File: src/rtl/mtsp_wb_arbiter.sv
`default_nettype none
// ============================================================================
// Module   : mtsp_wb_arbiter
// Brief    : Two-port GPR writeback arbiter. ALU results own their writeback
//            port outright; load returns are queued in a 4-entry FIFO and fill
//            whichever port an ALU leaves idle, oldest entry first.
// Revision : 1.0 - initial release
// ============================================================================
module mtsp_wb_arbiter #(
    parameter int ADDR_W     = 6,
    parameter int TRD_W      = 4,
    parameter int FIFO_DEPTH = 4
) (
    input  logic              CLK,
    input  logic              RST,
    input  logic              ALU0_nEN,
    input  logic [TRD_W-1:0]  ALU0_TRD,
    input  logic [3:0]        ALU0_WMASK,
    input  logic [ADDR_W-1:0] ALU0_ADDR,
    input  logic [127:0]      ALU0_DATA,
    input  logic              ALU1_nEN,
    input  logic [TRD_W-1:0]  ALU1_TRD,
    input  logic [3:0]        ALU1_WMASK,
    input  logic [ADDR_W-1:0] ALU1_ADDR,
    input  logic [127:0]      ALU1_DATA,
    input  logic              LD_VALID,
    output logic              LD_READY,
    input  logic [TRD_W-1:0]  LD_TRD,
    input  logic [3:0]        LD_WMASK,
    input  logic [ADDR_W-1:0] LD_ADDR,
    input  logic [127:0]      LD_DATA,
    output logic              WB0_nEN,
    output logic [TRD_W-1:0]  WB0_TRD,
    output logic [3:0]        WB0_WMASK,
    output logic [ADDR_W-1:0] WB0_ADDR,
    output logic [127:0]      WB0_DATA,
    output logic              WB1_nEN,
    output logic [TRD_W-1:0]  WB1_TRD,
    output logic [3:0]        WB1_WMASK,
    output logic [ADDR_W-1:0] WB1_ADDR,
    output logic [127:0]      WB1_DATA,
    output logic [2:0]        FIFO_LEVEL,
    output logic              STARVE,
    output logic              WB_CONFLICT
);

    // A writeback entry is packed as {trd, wmask, addr, data}.
    localparam int c_ADDR_LO = 128;
    localparam int c_ADDR_HI = c_ADDR_LO + ADDR_W - 1;
    localparam int c_MASK_LO = c_ADDR_LO + ADDR_W;
    localparam int c_MASK_HI = c_MASK_LO + 3;
    localparam int c_TRD_LO  = c_MASK_LO + 4;
    localparam int c_TRD_HI  = c_TRD_LO + TRD_W - 1;
    localparam int c_ENT_W   = c_TRD_LO + TRD_W;
    localparam int c_PTR_W   = $clog2(FIFO_DEPTH);
    localparam logic [2:0] c_FULL = 3'(FIFO_DEPTH);

    logic [c_ENT_W-1:0] r_mem [FIFO_DEPTH];
    logic [c_PTR_W-1:0] r_rd_ptr;
    logic [c_PTR_W-1:0] r_wr_ptr;
    logic [2:0]         r_level;
    logic [3:0]         r_starve_cnt;
    logic               r_conflict;
    logic               r_wb0_nen;
    logic               r_wb1_nen;
    logic [c_ENT_W-1:0] r_wb0_ent;
    logic [c_ENT_W-1:0] r_wb1_ent;

    logic [c_ENT_W-1:0] w_alu0_ent;
    logic [c_ENT_W-1:0] w_alu1_ent;
    logic [c_ENT_W-1:0] w_ld_ent;
    logic [c_ENT_W-1:0] w_head;
    logic [c_ENT_W-1:0] w_next;
    logic [c_PTR_W-1:0] w_next_ptr;
    logic               w_push;
    logic [1:0]         w_pop_cnt;
    logic               w_wb0_wr;
    logic               w_wb1_wr;
    logic [c_ENT_W-1:0] w_wb0_ent;
    logic [c_ENT_W-1:0] w_wb1_ent;
    logic               w_collide;

    assign w_alu0_ent = {ALU0_TRD, ALU0_WMASK, ALU0_ADDR, ALU0_DATA};
    assign w_alu1_ent = {ALU1_TRD, ALU1_WMASK, ALU1_ADDR, ALU1_DATA};
    assign w_ld_ent   = {LD_TRD, LD_WMASK, LD_ADDR, LD_DATA};

    // Readiness looks only at the registered level so it never depends on
    // this cycle's pops; entries pushed now are not drainable until next edge.
    assign LD_READY   = (r_level != c_FULL) && !RST;
    assign w_push     = LD_VALID && LD_READY;
    assign w_next_ptr = r_rd_ptr + c_PTR_W'(1);
    assign w_head     = r_mem[r_rd_ptr];
    assign w_next     = r_mem[w_next_ptr];

    // Port selection: ALU wins its port; idle ports take FIFO entries in order.
    always_comb begin
        w_pop_cnt = 2'd0;
        w_wb0_wr  = 1'b0;
        w_wb1_wr  = 1'b0;
        w_wb0_ent = w_alu0_ent;
        w_wb1_ent = w_alu1_ent;
        if (!ALU0_nEN) begin
            w_wb0_wr = 1'b1;
        end else if (r_level != 3'd0) begin
            w_wb0_wr  = 1'b1;
            w_wb0_ent = w_head;
            w_pop_cnt = 2'd1;
        end
        if (!ALU1_nEN) begin
            w_wb1_wr = 1'b1;
        end else if (r_level > {1'b0, w_pop_cnt}) begin
            w_wb1_wr  = 1'b1;
            w_wb1_ent = (w_pop_cnt == 2'd0) ? w_head : w_next;
            w_pop_cnt = w_pop_cnt + 2'd1;
        end
    end

    assign w_collide = w_wb0_wr && w_wb1_wr
                    && (w_wb0_ent[c_TRD_HI:c_TRD_LO]   == w_wb1_ent[c_TRD_HI:c_TRD_LO])
                    && (w_wb0_ent[c_ADDR_HI:c_ADDR_LO] == w_wb1_ent[c_ADDR_HI:c_ADDR_LO])
                    && ((w_wb0_ent[c_MASK_HI:c_MASK_LO] & w_wb1_ent[c_MASK_HI:c_MASK_LO]) != 4'd0);

    // FIFO storage: contents need no reset, the pointers define validity.
    always_ff @(posedge CLK) begin
        if (w_push) begin
            r_mem[r_wr_ptr] <= w_ld_ent;
        end
    end

    // FIFO pointers, level, starvation counter and sticky conflict flag.
    always_ff @(posedge CLK) begin
        if (RST) begin
            r_rd_ptr     <= '0;
            r_wr_ptr     <= '0;
            r_level      <= 3'd0;
            r_starve_cnt <= 4'd0;
            r_conflict   <= 1'b0;
        end else begin
            r_rd_ptr <= r_rd_ptr + c_PTR_W'(w_pop_cnt);
            if (w_push) begin
                r_wr_ptr <= r_wr_ptr + c_PTR_W'(1);
            end
            r_level <= r_level + {2'b00, w_push} - {1'b0, w_pop_cnt};
            if ((w_pop_cnt != 2'd0) || (r_level == 3'd0)) begin
                r_starve_cnt <= 4'd0;
            end else if (r_starve_cnt != 4'hF) begin
                r_starve_cnt <= r_starve_cnt + 4'd1;
            end
            if (w_collide) begin
                r_conflict <= 1'b1;
            end
        end
    end

    // Writeback output registers; fields hold when the port is not written.
    always_ff @(posedge CLK) begin
        if (RST) begin
            r_wb0_nen <= 1'b1;
            r_wb1_nen <= 1'b1;
            r_wb0_ent <= '0;
            r_wb1_ent <= '0;
        end else begin
            r_wb0_nen <= !w_wb0_wr;
            r_wb1_nen <= !w_wb1_wr;
            if (w_wb0_wr) begin
                r_wb0_ent <= w_wb0_ent;
            end
            if (w_wb1_wr) begin
                r_wb1_ent <= w_wb1_ent;
            end
        end
    end

    assign WB0_nEN     = r_wb0_nen;
    assign WB0_TRD     = r_wb0_ent[c_TRD_HI:c_TRD_LO];
    assign WB0_WMASK   = r_wb0_ent[c_MASK_HI:c_MASK_LO];
    assign WB0_ADDR    = r_wb0_ent[c_ADDR_HI:c_ADDR_LO];
    assign WB0_DATA    = r_wb0_ent[127:0];
    assign WB1_nEN     = r_wb1_nen;
    assign WB1_TRD     = r_wb1_ent[c_TRD_HI:c_TRD_LO];
    assign WB1_WMASK   = r_wb1_ent[c_MASK_HI:c_MASK_LO];
    assign WB1_ADDR    = r_wb1_ent[c_ADDR_HI:c_ADDR_LO];
    assign WB1_DATA    = r_wb1_ent[127:0];
    assign FIFO_LEVEL  = r_level;
    assign STARVE      = (r_starve_cnt == 4'hF);
    assign WB_CONFLICT = r_conflict;

endmodule
`default_nettype wire

File: config.mk
export PLATFORM = sky130hd
export DESIGN_NAME = mtsp_wb_arbiter
export DESIGN_NICKNAME = d
export VERILOG_FILES = /design/src/rtl/mtsp_wb_arbiter.sv
export SDC_FILE = /design/constraint.sdc
export NUM_CORES = 1
export LEC_CHECK = 0
export BUFFER_PORTS_ARGS = -buffer_cell sky130_fd_sc_hd__buf_2
export CELL_PAD_IN_SITES_DETAIL_PLACEMENT = 0
export CELL_PAD_IN_SITES_GLOBAL_PLACEMENT = 1
export CORE_ASPECT_RATIO = 1.4
export CORE_MARGIN = 1.5
export CORE_UTILIZATION = 30
export DETAILED_ROUTE_END_ITERATION = 7
export PLACE_DENSITY = 0.65
export SYNTH_ARGS = -nofsm -noshare
export SYNTH_HDL_FRONTEND = slang
export SYNTH_SLANG_ARGS = --single-unit
File: constraint.sdc
create_clock -name CLK -period 4.2 [get_ports CLK]
set_input_delay 0 -clock CLK [delete_from_list [all_inputs] [get_ports CLK]]
set_output_delay 0 -clock CLK [all_outputs]
set_load 0.01 [all_outputs]
== Yosys cells after proc, flatten, opt, wreduce, memory -nomap -nowiden ==
Memories as Yosys holds them, arrays and structs flattened. A register that Yosys moved wholly into a read port is not among the register bits.
Cells that the tools add are included.

* Register bits after elaboration: 298
* Output and inout bits: 292
* Bits of input ports: 431
* ROM bits: 0
* Logic and storage cells: 56
* Memories kept: 1
* Bits in latches: 0
* Memory bits (writable): 568

{| class="wikitable"
|+ Memories
! memory !! depth !! width !! rd ports !! clocked after memory_dff !! write ports !! RTL line !! RTL
|-
| r_mem || 4 || 142 || 2 || 1 || 1 || 58 || <nowiki>logic [c_ENT_W-1:0] r_mem [FIFO_DEPTH];</nowiki>
|}

* Bitwise logic cells: 1
* Divide/modulo/power cells: 0
* Reductions and logical operators: 16
* Add/sub/neg operators: 7
* Multiplexer cells: 16
* $mul: 0
* Shift operators: 0
* Equal/unequal tests: 5
* $lt $le $gt $ge: 1

{| class="wikitable"
|+ Operator list
! cell !! number
|-
| 2-to-1 mux 142 bit || 5
|-
| 2-to-1 mux 1 bit || 8
|-
| adder 2 x 1 -> 2 bit, second input constant || 3
|-
| == test 6 bit || 1
|-
| logical AND 1 bit || 6
|-
| 2-to-1 mux 2 bit || 3
|-
| adder 4 x 1 -> 4 bit, second input constant || 1
|-
| AND 4 bit || 1
|-
| == test 4 bit || 1
|-
| == test 4 bit, second input constant || 1
|-
| inequality test 4 bit, second input constant || 1
|-
| nonzero test 4 bit || 1
|-
| adder 3 x 1 -> 3 bit || 1
|-
| greater-than comparator 3 x 2 -> 1 bit || 1
|-
| zero test 1 bit || 3
|-
| zero test 3 bit || 1
|-
| inequality test 3 bit, second input constant || 1
|-
| nonzero test 3 bit || 1
|-
| subtractor 3 x 2 -> 3 bit || 1
|-
| adder 2 bit || 1
|-
| zero test 2 bit || 1
|-
| nonzero test 2 bit || 1
|-
| OR reduction 2 bit || 1
|-
| logical OR 1 bit || 1
|}

== Logic depth before layout (Yosys ltp) ==
Gate-level depths: netlist (run 1).

* Word-level depth: 11
* Depth in mapped cells: 13
* Mapped depth without buffers: 9

== Worst setup path after synthesis (run 1) ==
No wires, ideal clock.

* Path type: flip-flop to flip-flop
* Start: reg r_level[1], in the netlist FIFO_LEVEL[1]
* End: mem r_mem[0][0] (netlist bit), enable pin
* Stages on the path, launching flop included: 5
* Clock period less this slack: 4912 ps
* Arrival time: 4392 ps
* Data required time: 3680 ps
* Library setup time: 520 ps
* Path buffers: 1
* Slack: -712 ps
* Cell sequence: dfxtp_1 -> buf_2 -> nor2_1 -> a21oi_1 -> and3_1

* Longest elaborated chain between the ends: 5

{| class="wikitable"
|+ Ends and longest elaborated chain
! element !! RTL line !! RTL
|-
| start, declared || 61 || <nowiki>logic [2:0] r_level;</nowiki>
|-
| start signal, assigned || 143 || <nowiki>r_level <= r_level + {2'b00, w_push} - {1'b0, w_pop_cnt};</nowiki>
|-
| inequality test 3 bit || 89 || <nowiki>assign LD_READY = (r_level != c_FULL) && !RST;</nowiki>
|-
| logical AND 1 bit || 89 ||
|-
| net LD_READY || 27 || <nowiki>output logic LD_READY,</nowiki>
|-
| logical AND 1 bit || 90 || <nowiki>assign w_push = LD_VALID && LD_READY;</nowiki>
|-
| 2-to-1 mux 1 bit || 125 || <nowiki>if (w_push) begin</nowiki>
|-
| 2-to-1 mux 1 bit (implied by the code) || 126 || <nowiki>r_mem[r_wr_ptr] <= w_ld_ent;</nowiki>
|-
| end, declared || 58 ||
|}

The timed path passes the listed nets, and every way through them passes these cells.

== Worst setup path in the final report (run 1) ==
* Start: reg r_level[2], in the netlist FIFO_LEVEL[2]
* End: reg r_wb1_ent[11]

* Longest elaborated chain between the ends: 7
* Elaborated cells on any way between the ends: 10
* Those cells by class: order compare (1); mux (7); reduce/logical (2)

{| class="wikitable"
|+ Ends and longest elaborated chain
! element !! RTL line !! RTL
|-
| branches (longest 7 deep; another with greater-than comparator 3 x 2 -> 1 bit) || - ||
|-
| end signal, assigned || 169 || <nowiki>r_wb1_ent <= w_wb1_ent;</nowiki>
|-
| end, declared || 67 || <nowiki>logic [c_ENT_W-1:0] r_wb1_ent;</nowiki>
|}

Parallel ways; which one is timed is not known.
A chain may end at the register's enable or synchronous reset.

==> results.yml, run 1 <==
routing:
  wl_per_cell_um: 22.6
  vias_per_cell: 5.21
  detail-route-antenna-nets: 0
  drtIter0Drc: 2177
  first_pass_iters: 5
  dr_total_vias: 34800
  drc_errors: 0
  routed_wl_um: 151000
setup_path:
  r2r_start: "FIFO_LEVEL[2]$_SDFF_PP0_"
  crit_arrival_ps: 4230
  worstSetupStartpoint: "FIFO_LEVEL[2]$_SDFF_PP0_"
  endpoint_kind: "flop"
  cp.depth: 9
  crit_buf_inv: 3
  crit_chain: "o31a_2, buf_12, buf_4, mux2i_1, mux4_2, a211oi_1, a221oi_1, nor2_1, dlygate4sd3_1"
  ff2ff_setup_slack_ps: 620
  cp.required_ps: 4850
  cp_top_family: "buffers and inverters"
  timing.rr.end: "r_wb1_ent[11]$_SDFFE_PP0N_"
  crit_slowest_cell: "dfxtp_1"
  critPathLaunchType: "flop"
  r2r_cells: 9
  cp_max_fo: 52
  critPathKind: "flop to flop"
  max_stage_delay_ps: 650
power:
  p_comb_frac: 0.429
  irDropWorstVdd_v: 0.000641
  p_sw_frac: 0.361
  p_clk_frac: 0.254
  p_sw_mw: 12.2
  p_int_mw: 21.6
  seq_power_share: 0.317
  leakage_nw: 21.6
  power_density_nw_per_um2: 577
  power.total_mw: 33.8
timing:
  hold_viol_final: 0
  fmax_ghz: 0.279
  relSlewSlack: 0.322
  skew_ps: 32.2
  period_share: 0.853
  worst_pin_slew_ps: 1020
  rsz0062_at_grt: "false"
  final_max_slew_viol_count: 0
  setup_tns_ps: 0
  holdWs_ps: 61.8
  period_minus_slack_ps: 3580
  fin_ws_ps: 619
  finalSetupViolations: 0
flow_run:
  drv_cap: 0
grt:
  antenna_found_initial: 29
  grt_use_met3: 0.0335
  grt_util_met2: 0.349
  grt_pass1_wl_um: 224000
  grt_max_degree: 138
  grt_pass1_vias: 35300
  grtUsageTotal: 0.199
  met1_usage: 0.240
  grt_busiest_layer: "met2"
  grt.overflow.total: 0
placed_design:
  portBuffers: 722
  dp.cells: 5878
  place.gp.congestion: 0.785
  pre_cts_slack_ps: 1060
  dpl_cell_area_um2: 49200
  place_hpwl_um: 100000
clock_tree:
  worstSkewPairLatency_ps: 730
  cts-root-buf: "clkbuf_16"
  cts_made_buffers: 96
  path_clk_slew_ps: 60
  clock_path_buffers: 3
  post_cts_buffers: 0
  htreeDepth: 3
  cts_tree: "yes"
  cts_hold_buffers: 606
  cts_sinks: 866
  cts_resized: 0
yosys:
  yosysUniqueCellTypes: 51
  synth.area.mux_share: 0.233
  synth_top_family_by_area: "multiplexers"
  avgSynthCellArea_um2: 12.5
  postSynthCellCount: 3488
  synth_xor_area_frac: 0.00681
  synth_top_area_frac: 0.390
  synth_compound_area_frac: 0.110
  async_reset_ff_frac: 0
  synth_warnings: 0
  syn_nets: 3928
  yosys.area_share.simple: 0.0824
  synth_fa_ha_area_frac: 0.00298
  ys_ff_latch: 866
  synth-edff-count: 568
  netlist.top_cell.by_area: "edfxtp_1"
  synth_seq_area_share: 0.527
  ys_top_cells_by_area: "edfxtp_1 (39%), mux4_2 (14%), dfxtp_1 (14%), mux2i_1 (9.5%), nor2_1 (5.8%)"
  syn_area_um2: 43700
  synth_flop_cell: "edfxtp_1"
die:
  die_x_um: 326
  num_rows: 165
  initial_utilization: 0.303
  core_um2: 145000
  io_pins: 723
  fp.dieArea_um2: 148000
  die_y_um: 455
min_path:
  hp-class: "input pin to flop"
  holdPathEnd: "r_mem[2][34]$_DFFE_PP_"
  hp-start: "LD_DATA[34]"
  hold_depth: 2
run_status:
  status: "finished clean"
layout:
  design_area_um2: 58500
  finalNonFillerCells: 6684
  final_util: 0.405
  final_nets: 5102
  nFillCells: 13900
  synthToLayoutAreaGrowth_pct: 33.9
  layout-drive-gt1-share: 0.262
[layout by cell type, fill, tap and decap left out, drive strengths merged, types with 3 or more instances in the layout]
| cell | n |
|---|---|
| clkbuf | 141 |
| a211oi | 279 |
| o22ai | 14 |
| nor2 | 677 |
| mux2i | 413 |
| and2 | 10 |
| a221oi | 122 |
| mux4 | 266 |
| nand4 | 3 |
| o221ai | 11 |
| xor2 | 11 |
| inv | 9 |
| a2111oi | 6 |
| diode | 19 |
| o21ai | 27 |
| ha | 8 |
| mux2 | 4 |
| o31ai | 127 |
| a21oi | 33 |
| nor2b | 7 |
| edfxtp | 568 |
| nand2 | 159 |
| nor3 | 17 |
| and3 | 8 |
| dfxtp | 298 |
| dlygate4sd3 | 606 |
| nor4 | 3 |
| xnor2 | 23 |
| clkinvlp | 3 |
| nand3 | 15 |
| buf | 810 |
| clkinv | 28 |
| a311oi | 4 |
| nor3b | 6 |
| nand2b | 4 |
| bufinv | 6 |
| o31a | 3 |
[how the worst max path moves through the flow]
stage / end / slack, ps
6_report: r_wb1_ent[11]$_SDFFE_PP0N_ / 620
5_1_grt: r_wb1_ent[11]$_SDFFE_PP0N_ / 430
4_1_cts: r_wb1_ent[11]$_SDFFE_PP0N_ / 620
3_5_place_dp: r_wb1_ent[115]$_SDFFE_PP0N_ / 1060
3_3_place_gp: r_wb1_ent[115]$_SDFFE_PP0N_ / 1140
2_1_floorplan: r_mem[0][0]$_DFFE_PP_ / 910
[registers in the layout, indices dropped and copies added, names as in the netlist]
signal	flops
r_rd_ptr	2
WB0_nEN	1
r_wb1_ent	142
WB1_nEN	1
r_wb0_ent	142
r_starve_cnt	4
r_wr_ptr	2
FIFO_LEVEL	3
r_mem	568
WB_CONFLICT	1
[cell type report]
type                            instances  area (um2)  share of cell area
Timing Repair Buffer                 1416       10800               0.184
Clock buffer                          141        2820              0.0481
Multi-Input combinational cell       2276       19000               0.325
Clock inverter                         40         387             0.00660
Sequential cell                       866       23000               0.393
Tap cell                             1920        2400              0.0410
Inverter                                6        27.5            0.000470
Antenna cell                           19        47.5            0.000812
[layer usage]
metal | up-vias | share of wire
li1 | 15900 | -
met1 | 17500 | 0.41
met2 | 1082 | 0.50
met3 | 250 | 0.054
met4 | 16 | 0.035
met5 | - | 0.00075
[worst reg2reg max path: stages (launching register included)]
cell	delay, ps
dfxtp_1	650
o31a_2	340
buf_12	300
buf_4	470
mux2i_1	130
mux4_2	470
a211oi_1	360
a221oi_1	100
nor2_1	130
dlygate4sd3_1	550
[cell families after synthesis]
kind of cell	Yosys count
compound gates	635
xor+xnor	34
fa+ha+maj	10
buf+inv	346
flops	866
mux	683
simple gates	914
[cells in the mapped netlist, types with 3 or more instances]
library cell and count:
nor3_1 17, inv_1 5, o31a_1 3, nor2b_1 7, buf_6 26, nor4_1 3
dfxtp_1 298, o21ai_1 4, ha_1 8, o21ai_0 23, nand4_1 3, a311oi_1 4
nand3_1 15, o31ai_1 125, o221ai_1 11, edfxtp_1 568, xnor2_1 23, mux2i_1 413
buf_1 17, mux2_2 4, nor3b_1 6, a21oi_1 33, nand2b_1 4, xor2_1 11
buf_4 19, nand2_1 159, a221oi_1 122, mux4_2 266, buf_2 107, and2_1 10
a2111oi_0 6, and3_1 8, o22ai_1 14, nor2_1 677, a211oi_1 279, clkbuf_1 171
[power groups by stage]
stage,registers (mW),clock network (mW),logic [mW]
floorplan,10.8,0,9.90
global placement,10.9,0,13.9
detailed placement,10.9,0,14.0
CTS,10.7,8.82,14.7
global route,10.8,9.11,15.7
finish,10.7,8.59,14.5
No activity file was read; power rests on OpenSTA's default activity.
==> run 2, diff against run 1 <==
--- a/config.mk
+++ b/config.mk
@@ -13,6 +13,7 @@
 export CORE_UTILIZATION = 30
 export DETAILED_ROUTE_END_ITERATION = 7
 export PLACE_DENSITY = 0.65
+export REMOVE_ABC_BUFFERS = 1
 export SYNTH_ARGS = -nofsm -noshare
 export SYNTH_HDL_FRONTEND = slang
 export SYNTH_SLANG_ARGS = --single-unit
==> run 2 against run 1 <==
Compared with the run above:
- worst setup slack worse by 300 ps
- clock power up 1%
- sequential power about the same
- utilization up 0.54 points
- worst hold slack better by 1.4 ps
- register-to-register slack worse by 300 ps
- wire length down 5.1%
- critical endpoint is now WB_CONFLICT$_SDFFE_PP0P_
- largest cell class unchanged
==> results.yml, run 2 (same netlist as run 1, synthesis figures left out) <==
timing:
  relSlewSlack: 0.195
  hold_viol_final: 0
  final_max_slew_viol_count: 0
  finalSetupViolations: 0
  worst_pin_slew_ps: 1200
  rsz0062_at_grt: "false"
  period_minus_slack_ps: 3880
  setup_tns_ps: 0
  period_share: 0.924
  fmax_ghz: 0.258
  skew_ps: 28.5
clock_tree:
  cts_tree: "yes"
  worstSkewPairLatency_ps: 730
  clock_path_buffers: 3
  cts_resized: 0
  path_clk_slew_ps: 60
  htreeDepth: 3
  cts_made_buffers: 95
  cts-root-buf: "clkbuf_16"
  cts_sinks: 866
flow_run:
  drv_cap: 0
die:
  die_y_um: 455
  num_rows: 165
  die_x_um: 326
  io_pins: 723
  fp.dieArea_um2: 148000
  core_um2: 145000
  initial_utilization: 0.303
routing:
  detail-route-antenna-nets: 0
  drc_errors: 0
  wl_per_cell_um: 21.2
  dr_total_vias: 34900
  first_pass_iters: 5
  drtIter0Drc: 2061
  routed_wl_um: 143000
  vias_per_cell: 5.17
grt:
  grt.overflow.total: 0
  antenna_found_initial: 13
  grt_pass1_vias: 35600
  grt_max_degree: 144
  grtUsageTotal: 0.188
  grt_pass1_wl_um: 215000
setup_path:
  critPathKind: "flop to flop"
  r2r_start: "FIFO_LEVEL[2]$_SDFF_PP0_"
  endpoint_kind: "flop"
  timing.rr.end: "WB_CONFLICT$_SDFFE_PP0P_"
  critPathLaunchType: "flop"
  r2r_cells: 11
  cp_max_fo: 37
  cp.required_ps: 4870
  crit_arrival_ps: 4550
  ff2ff_setup_slack_ps: 320
min_path:
  hp-class: "input pin to flop"
  hold_depth: 2
  hp-start: "LD_DATA[123]"
  holdPathEnd: "r_mem[1][123]$_DFFE_PP_"
layout:
  final_nets: 5176
  final_common_cell: "buf_2"
  layout-drive-gt1-share: 0.263
  largest_register_ffs: 568
  final_util: 0.411
  mostFrequentLayoutCells: "buf_2 (720), nor2_1 (677), dlygate4sd3_1 (662)"
  reg_top3: "r_mem (568), r_wb0_ent (142), r_wb1_ent (142)"
  synthToLayoutAreaGrowth_pct: 35.7
  nFillCells: 13700
  largest_register: "r_mem"
power:
  power.total_mw: 33.7
  leakage_nw: 22.0
  irDropWorstVdd_v: 0.000780
  power_density_nw_per_um2: 568
placed_design:
  portBuffers: 722
  place_hpwl_um: 94200
  place.gp.congestion: 0.796
run_status:
  status: "finished clean"
## run 2: cell count changes in the layout (fill, tap and decap cells not counted), sizes merged
cell	delta
clkinv	-5
buf	+19
dlygate4sd3	+56
clkbuf	-9
inv	+11
clkinvlp	+1
diode	-6
bufinv	+1
## run 2: worst max-delay path by stage
| stage | start | endpoint | slack [ps] | cells past startpoint |
|---|---|---|---|---|
| after floorplan | FIFO_LEVEL[1]$_SDFF_PP0_ | r_wb1_ent[130]$_SDFFE_PP0N_ | -13820 | 7 |
| after global placement | FIFO_LEVEL[2]$_SDFF_PP0_ | r_wb1_ent[111]$_SDFFE_PP0N_ | 1120 | 9 |
| after detailed placement | FIFO_LEVEL[2]$_SDFF_PP0_ | r_wb1_ent[44]$_SDFFE_PP0N_ | 1040 | 9 |
| after CTS | FIFO_LEVEL[2]$_SDFF_PP0_ | WB_CONFLICT$_SDFFE_PP0P_ | 120 | 11 |
| after global routing | FIFO_LEVEL[2]$_SDFF_PP0_ | WB_CONFLICT$_SDFFE_PP0P_ | 100 | 11 |
| final | FIFO_LEVEL[2]$_SDFF_PP0_ | WB_CONFLICT$_SDFFE_PP0P_ | 320 | 11 |
## run 2: layout make-up
| class | instances | area (um2) | area share |
|---|---|---|---|
| clock inverter | 48 | 510 | 0.00860 |
| antenna | 13 | 32.5 | 0.000548 |
| inverter | 6 | 25.0 | 0.000422 |
| tap | 1920 | 2400 | 0.0405 |
| timing repair buffer | 1491 | 11600 | 0.195 |
| sequential | 866 | 23000 | 0.388 |
| multi-input combinational | 2276 | 19000 | 0.321 |
| clock buffer | 132 | 2730 | 0.0460 |
## run 2: timing repair
item	4_1_cts	5_1_grt
buffers inserted	0	1
hold buffers	662	0
hold endpoints to repair	911	0
endpoints found under the setup margin	0	1
## run 2: metrics by stage
stage               worst slack, ps  hold WS (ps)  instance area [um2]  instances
global route                   95.4          32.9                59300       6750
floorplan                    -13820          68.3                42000       3148
CTS                             117         0.207                59300       6739
global placement               1120           212                49400       5897
detailed placement             1040           215                49400       5897
finish                          318          63.2                59300       6752
## run 2: layer usage
metal  vias up  global-route usage  wire [um]  part of all wire
met5         -                   0         23           0.00016
met4         4              0.0798       5170             0.036
met3       238              0.0294       6650             0.046
met2      1014               0.343      74800              0.52
met1     17500               0.216      56700              0.40
li1      16100                   -          -                 -
## run 2: power breakdown
part	leakage, nW	switching (mW)	internal (mW)
registers	7.63	0.678	9.99
clock network	1.59	3.69	5.02
logic	12.8	7.66	6.65
total	22.0	12.0	21.7
## run 2: critical path: stages, from the launching register on
cell and delay (ps):
dfxtp_1 460, o31ai_4 410, buf_12 250, buf_4 310, nor3_1 80, a311oi_1 270, a32oi_1 190, xnor2_1 320
nand3_1 110, dlygate4sd3_1 580, o31ai_1 230, dlygate4sd3_1 570
